File: src/rtl/iomem_arbiter_if.sv
// Purpose: one iomem-style link (valid/ready request, byte strobes, 32-bit address/data).
// Latency: pure wiring, no state.
// Backpressure: the slave side holds ready low until the transfer completes; the master keeps valid high until then.
interface iomem_arbiter_if;
    logic        valid;
    logic        ready;
    logic [3:0]  wstrb;
    logic [31:0] addr;
    logic [31:0] wdata;
    logic [31:0] rdata;

    // Requester side: drives the request and receives the completion.
    modport master (
        output valid,
        output wstrb,
        output addr,
        output wdata,
        input  ready,
        input  rdata
    );

    // Responder side: receives the request and drives the completion.
    modport slave (
        input  valid,
        input  wstrb,
        input  addr,
        input  wdata,
        output ready,
        output rdata
    );
endinterface

File: src/rtl/iomem_arbiter.sv
// Purpose: two-requester (CPU=m0, DMA=m1) round-robin arbiter onto one shared iomem peripheral bus, with a watchdog timeout.
// Latency: grant one cycle after valid in IDLE; ready is returned in the same cycle as s_ready (or the timeout), then one IDLE cycle.
// Backpressure: the owner waits on s_ready; after TIMEOUT BUSY cycles without it, the owner is completed with ERR_RDATA and a sticky error is raised.
module iomem_arbiter #(
    parameter int unsigned TIMEOUT   = 255,
    parameter logic [31:0] ERR_RDATA = 32'hFFFF_FFFF
) (
    input  logic            clk,
    input  logic            resetn,
    iomem_arbiter_if.slave  m0,
    iomem_arbiter_if.slave  m1,
    iomem_arbiter_if.master s,
    output logic [1:0]      grant,
    output logic            timeout_err,
    input  logic            err_clr
);

    typedef enum logic {
        ST_IDLE = 1'b0,
        ST_BUSY = 1'b1
    } state_t;

    // The timeout fires when the counter (cleared on entering BUSY) reaches TIMEOUT-1.
    localparam logic [15:0] CNT_LIMIT = 16'(TIMEOUT - 1);

    state_t      state_q, state_d;
    logic        owner_q, owner_d;          // 0 = m0, 1 = m1
    logic        last_grant_q, last_grant_d;
    logic [15:0] cnt_q, cnt_d;
    logic        timeout_err_q, timeout_err_d;
    logic [1:0]  grant_q, grant_d;

    logic        busy;
    logic        own_valid;
    logic [3:0]  own_wstrb;
    logic [31:0] own_addr;
    logic [31:0] own_wdata;
    logic        fwd_valid;
    logic        hit_ready;
    logic        hit_timeout;
    logic        finish;
    logic [31:0] done_rdata;

    // Select the current owner's request and classify this cycle's outcome.
    always_comb begin
        busy        = (state_q == ST_BUSY);
        own_valid   = owner_q ? m1.valid : m0.valid;
        own_wstrb   = owner_q ? m1.wstrb : m0.wstrb;
        own_addr    = owner_q ? m1.addr  : m0.addr;
        own_wdata   = owner_q ? m1.wdata : m0.wdata;
        fwd_valid   = busy & own_valid;
        // s_ready beats the timeout when both land in the same cycle.
        hit_ready   = fwd_valid & s.ready;
        hit_timeout = fwd_valid & ~s.ready & (cnt_q == CNT_LIMIT);
        finish      = hit_ready | hit_timeout;
        done_rdata  = hit_ready ? s.rdata : ERR_RDATA;
    end

    // Forward the owner's request to the shared bus; the bus is quiet in IDLE.
    always_comb begin
        s.valid = fwd_valid;
        s.wstrb = busy ? own_wstrb : 4'h0;
        s.addr  = busy ? own_addr  : 32'h0;
        s.wdata = busy ? own_wdata : 32'h0;
    end

    // Route the completion strobe and data to the owner only; the other side sees zeros.
    always_comb begin
        m0.ready = finish & ~owner_q;
        m1.ready = finish &  owner_q;
        m0.rdata = (finish & ~owner_q) ? done_rdata : 32'h0;
        m1.rdata = (finish &  owner_q) ? done_rdata : 32'h0;
    end

    // Next-state logic: arbitration in IDLE, completion / timeout / abort in BUSY.
    always_comb begin
        state_d       = state_q;
        owner_d       = owner_q;
        last_grant_d  = last_grant_q;
        cnt_d         = cnt_q;
        grant_d       = grant_q;
        timeout_err_d = timeout_err_q;

        case (state_q)
            ST_IDLE: begin
                // s_ready is ignored here: nothing is outstanding.
                if (m0.valid | m1.valid) begin
                    state_d = ST_BUSY;
                    // Contention goes to whoever was not served last.
                    owner_d = (m0.valid & m1.valid) ? ~last_grant_q : m1.valid;
                    cnt_d   = 16'h0;
                    grant_d = owner_d ? 2'b10 : 2'b01;
                end
            end
            ST_BUSY: begin
                if (!own_valid) begin
                    // Requester withdrew: drop the transfer silently, fairness history untouched.
                    state_d = ST_IDLE;
                    grant_d = 2'b00;
                end else if (finish) begin
                    state_d      = ST_IDLE;
                    last_grant_d = owner_q;
                    grant_d      = 2'b00;
                end else begin
                    cnt_d = cnt_q + 16'h1;
                end
            end
            default: begin
                state_d = ST_IDLE;
                grant_d = 2'b00;
            end
        endcase

        // A timeout in the same cycle as err_clr still leaves the flag set.
        if (hit_timeout) begin
            timeout_err_d = 1'b1;
        end else if (err_clr) begin
            timeout_err_d = 1'b0;
        end
    end

    // Arbiter state registers; reset abandons any transfer in flight.
    always_ff @(posedge clk or negedge resetn) begin
        if (!resetn) begin
            state_q       <= ST_IDLE;
            owner_q       <= 1'b0;
            last_grant_q  <= 1'b1;
            cnt_q         <= 16'h0;
            grant_q       <= 2'b00;
            timeout_err_q <= 1'b0;
        end else begin
            state_q       <= state_d;
            owner_q       <= owner_d;
            last_grant_q  <= last_grant_d;
            cnt_q         <= cnt_d;
            grant_q       <= grant_d;
            timeout_err_q <= timeout_err_d;
        end
    end

    assign grant       = grant_q;
    assign timeout_err = timeout_err_q;

endmodule

File: src/flat_wrapper.sv
// flat-port wrapper written by rule: the top's interface ports become plain ports
module iomem_arbiter_flat 
#(
    parameter int unsigned TIMEOUT   = 255,
    parameter logic [31:0] ERR_RDATA = 32'hFFFF_FFFF
)
  (clk, resetn, grant, timeout_err, err_clr, m0_valid, m0_wstrb, m0_addr, m0_wdata, m0_ready, m0_rdata, m1_valid, m1_wstrb, m1_addr, m1_wdata, m1_ready, m1_rdata, s_valid, s_wstrb, s_addr, s_wdata, s_ready, s_rdata);
  iomem_arbiter_if m0_i ();
  iomem_arbiter_if m1_i ();
  iomem_arbiter_if s_i ();
  input  logic clk;
  input  logic resetn;
  output logic [1:0] grant;
  output logic timeout_err;
  input  logic err_clr;
  input wire logic [$bits(m0_i.valid)-1:0] m0_valid;
  input wire logic [$bits(m0_i.wstrb)-1:0] m0_wstrb;
  input wire logic [$bits(m0_i.addr)-1:0] m0_addr;
  input wire logic [$bits(m0_i.wdata)-1:0] m0_wdata;
  output wire logic [$bits(m0_i.ready)-1:0] m0_ready;
  output wire logic [$bits(m0_i.rdata)-1:0] m0_rdata;
  input wire logic [$bits(m1_i.valid)-1:0] m1_valid;
  input wire logic [$bits(m1_i.wstrb)-1:0] m1_wstrb;
  input wire logic [$bits(m1_i.addr)-1:0] m1_addr;
  input wire logic [$bits(m1_i.wdata)-1:0] m1_wdata;
  output wire logic [$bits(m1_i.ready)-1:0] m1_ready;
  output wire logic [$bits(m1_i.rdata)-1:0] m1_rdata;
  output wire logic [$bits(s_i.valid)-1:0] s_valid;
  output wire logic [$bits(s_i.wstrb)-1:0] s_wstrb;
  output wire logic [$bits(s_i.addr)-1:0] s_addr;
  output wire logic [$bits(s_i.wdata)-1:0] s_wdata;
  input wire logic [$bits(s_i.ready)-1:0] s_ready;
  input wire logic [$bits(s_i.rdata)-1:0] s_rdata;
  assign m0_i.valid = m0_valid;
  assign m0_i.wstrb = m0_wstrb;
  assign m0_i.addr = m0_addr;
  assign m0_i.wdata = m0_wdata;
  assign m0_ready = m0_i.ready;
  assign m0_rdata = m0_i.rdata;
  assign m1_i.valid = m1_valid;
  assign m1_i.wstrb = m1_wstrb;
  assign m1_i.addr = m1_addr;
  assign m1_i.wdata = m1_wdata;
  assign m1_ready = m1_i.ready;
  assign m1_rdata = m1_i.rdata;
  assign s_valid = s_i.valid;
  assign s_wstrb = s_i.wstrb;
  assign s_addr = s_i.addr;
  assign s_wdata = s_i.wdata;
  assign s_i.ready = s_ready;
  assign s_i.rdata = s_rdata;
  iomem_arbiter #(.TIMEOUT(TIMEOUT), .ERR_RDATA(ERR_RDATA)) u_core (.clk(clk), .resetn(resetn), .m0(m0_i), .m1(m1_i), .s(s_i), .grant(grant), .timeout_err(timeout_err), .err_clr(err_clr));
endmodule
File: config.mk
export PLATFORM = sky130hd
export DESIGN_NAME = iomem_arbiter_flat
export DESIGN_NICKNAME = d
export VERILOG_FILES = /design/src/rtl/iomem_arbiter_if.sv /design/src/rtl/iomem_arbiter.sv /design/src/flat_wrapper.sv
export SDC_FILE = /design/constraint.sdc
export NUM_CORES = 1
export LEC_CHECK = 0
export CORE_AREA = 2 2 120 122
export DETAILED_ROUTE_END_ITERATION = 10
export DIE_AREA = 0 0 122 124
export GPL_ROUTABILITY_DRIVEN = 0
export GPL_TIMING_DRIVEN = 0
export PLACE_DENSITY = 0.66
export SLEW_MARGIN = 15
export SYNTH_ARGS = -nofsm -noshare
export SYNTH_HDL_FRONTEND = slang
export SYNTH_SLANG_ARGS = --single-unit
File: constraint.sdc
create_clock -name clk -period 2.4 [get_ports clk]
set_input_delay 0.24 -clock clk [delete_from_list [all_inputs] [get_ports clk]]
set_output_delay 0.24 -clock clk [all_outputs]
set_load 0.005 [all_outputs]
==> out/metrics.yaml <==
layout:
  final_common_cell: "clkdlybuf4s50_1"
  utilization: 0.470
  antenna-diode-count: 0
  stdcell_count: 904
  syn2layout_area_growth_pct: 142
  mostFrequentLayoutCells: "237 x clkdlybuf4s50_1, 113 x nor2_1, 68 x mux2i_1, 60 x buf_2, 29 x nor2_2"
  drive_gt1_frac: 0.247
  layout.nets: 901
routing:
  ant_nets: 0
  drt-pass1-iter-count: 4
  first_iter_violations: 224
  dr_total_vias: 4139
  viasPerCell: 4.58
  finalWirelength_um: 16400
  wl_per_cell_um: 18.1
  drc: 0
grt:
  grt_pass1_wl_um: 22600
  grt-ovfl-total: 0
  grt_pass1_vias: 4091
  grt_max_degree: 23
  antenna_found_initial: 0
  gr-usage-all-layers: 0.194
setup_path:
  path_class: "reg2out"
  r2r_cells: 10
  critPathLaunchType: "flip-flop"
  r2r_start: "u_core.cnt_q[0]"
  worstPathArrival_ns: 2.37
  timing.rr.end: "u_core.cnt_q[2]"
  end_kind: "output pin"
  worstPathRequired_ns: 2.16
  r2r_setup_slack_ns: 0.10
  worstPathMaxFanout: 10
min_path:
  min-delay-start: "u_core.last_grant_q"
  holdPathStages: 2
  min_to: "u_core.last_grant_q"
  hold_path.class: "reg2reg"
floorplanning:
  io-pin-count: 312
  die_w_um: 122
  initial_core_util: 0.195
  die_area_sq_mm: 0.0151
  core_sq_mm: 0.0137
  die-height_um: 124
  rows: 43
synthesis:
  yosysTopAreaCellShare: 0.262
  async_reset_ff_frac: 1.00
  synth-edff-count: 0
  yosys.area.top_type: "mux2i_1"
  syn_inst: 397
  ys_warn_count: 0
  synth.distinct_cells: 41
  ys_ff_latch: 22
  synth_nets: 573
  synth-main-ff-cell: "dfrtp_1"
  mappedNetlistArea_sq_mm: 0.00267
  synthTopCellsByArea: "mux2i_1 26%, nor2_1 24%, dfrtp_1 20%"
  avgSynthCellArea_sq_um: 6.73
  ys_seq_area_frac: 0.206
clocking:
  cts_buffers: 3
  clkLatencyLatePin_ns: 0.26
  cts_root_buf: "clkbuf_16"
  cts_sinks: 22
  cts_max_path_buffers: 2
  cts_tree: "built"
  h-tree-depth: 1
  clk_pin_slew_ns: 0.06
status:
  status: "finished, violations left"
  violations: "setup timing"
sta:
  fin_skew_ns: 0.00173
  rsz0062_at_grt: "yes"
  report.final.slew_viol_count: 0
  tns_ns: -6.95
  finalSetupViolCount: 59
  tightest_slew_ns: 0.526
  hold_viol: 0
  fin_ws_ns: -0.214
  fmax_mhz: 383
  min_period_over_period: 1.09
  min_period_ns: 2.61
  max_slew_margin: 0.649
power_and_ir_drop:
  power_density_mw_per_mm2: 682
  vdd_drop_max_uv: 347
  power.leakage_nw: 3.03
place:
  hpwl_um: 13100
  place_inst: 888
  io_buffers: 311
run:
  maxCapViolCount: 0
==> worst max path at each step <==
| stage | from | cells past startpoint | endpoint | slack (ns) |
|---|---|---|---|---|
| finish | u_core.cnt_q[0] | 9 | m0_rdata[24] | -0.21 |
| global route | u_core.cnt_q[9] | 7 | m0_rdata[17] | -0.28 |
| CTS | u_core.cnt_q[0] | 10 | m0_rdata[22] | -0.23 |
| detailed placement | m1_valid | 9 | m1_rdata[29] | -0.63 |
| global placement | m1_valid | 9 | m1_rdata[29] | -0.60 |
| floorplan | u_core.cnt_q[0] | 9 | m0_rdata[22] | 0.33 |
==> layer usage <==
layer / wire length (um) / GRT usage
met2: 8390 / 0.354
met3: 1630 / 0.0664
met4: 269 / 0.0374
met1: 6080 / 0.219
met5: 0 / 0
==> state kept, by name (all words and copies together), names as in the netlist <==
register / cells
u_core.busy: 1
u_core.cnt_q: 16
u_core.grant: 2
u_core.last_grant_q: 1
u_core.owner_q: 1
u_core.timeout_err: 1
==> stage by stage <==
stage,hold slack (ns),setup slack [ns],instance area [sq um],power [W]
after global placement,0.468,-0.604,6010,0.00376
after floorplan,-0.0556,0.327,2670,0.00193
final,0.483,-0.214,6450,0.00440
after CTS,0.488,-0.226,6250,0.00435
after detailed placement,0.478,-0.633,6010,0.00380
after global routing,0.515,-0.283,6450,0.00472
==> power by group <==
part | switching, W | leakage, nW | internal [W]
clock network | 0.000141 | 0.0442 | 0.000255
registers | 0.0000566 | 0.294 | 0.000441
logic | 0.00163 | 2.69 | 0.00188
==> worst max-delay path: stages (launching register included) <==
cell             delay [ns]
dfrtp_1                0.38
inv_1                  0.07
ha_2                   0.17
and4bb_1               0.25
nand4_4                0.12
o21ba_4                0.24
or3_4                  0.38
buf_8                  0.17
nor2_2                 0.12
clkdlybuf4s15_2        0.21
==> layout make-up <==
cell class	count	area [sq um]
multi-input combinational	337	2280
timing repair buffer	326	3050
fill	1343	7260
buffer	27	226
inverter	8	35.0
clock buffer	4	88.8
tap	180	225
sequential	22	552
==> logic make-up (layout without fill, tap and decap cells) <==
group | Yosys count | after routing | synth area share
compound gates | 30 | 30 | 0.0773
fa+ha+maj | 2 | 2 | 0.00936
mux | 70 | 70 | 0.262
xor+xnor | 3 | 3 | 0.00983
simple gates | 232 | 232 | 0.371
flops | 22 | 22 | 0.206
buf+inv | 38 | 365 | 0.0641
==> what timing repair did <==
action                                  4_1_cts  5_1_grt
endpoints found under the setup margin      134      102
pin swaps                                     7        3
gates cloned                                  3        0
hold buffers                                  0        1
gates resized for setup                     345       74
hold endpoints to repair                      0       12
setup buffers                                10        3
==> cell usage after synthesis, drive strengths merged, types with 3 or more instances <==
library cell and count:
or4 3, buf 11, mux2i 70, clkbuf 19, o311ai 3, nor2 168
a21oi 4, inv 8, nand2 19, xor2 3, nand3 18, and3 4
o21ai 10, dfrtp 21, nand2b 4, nand4 5
(Power assumes the default switching activity.)
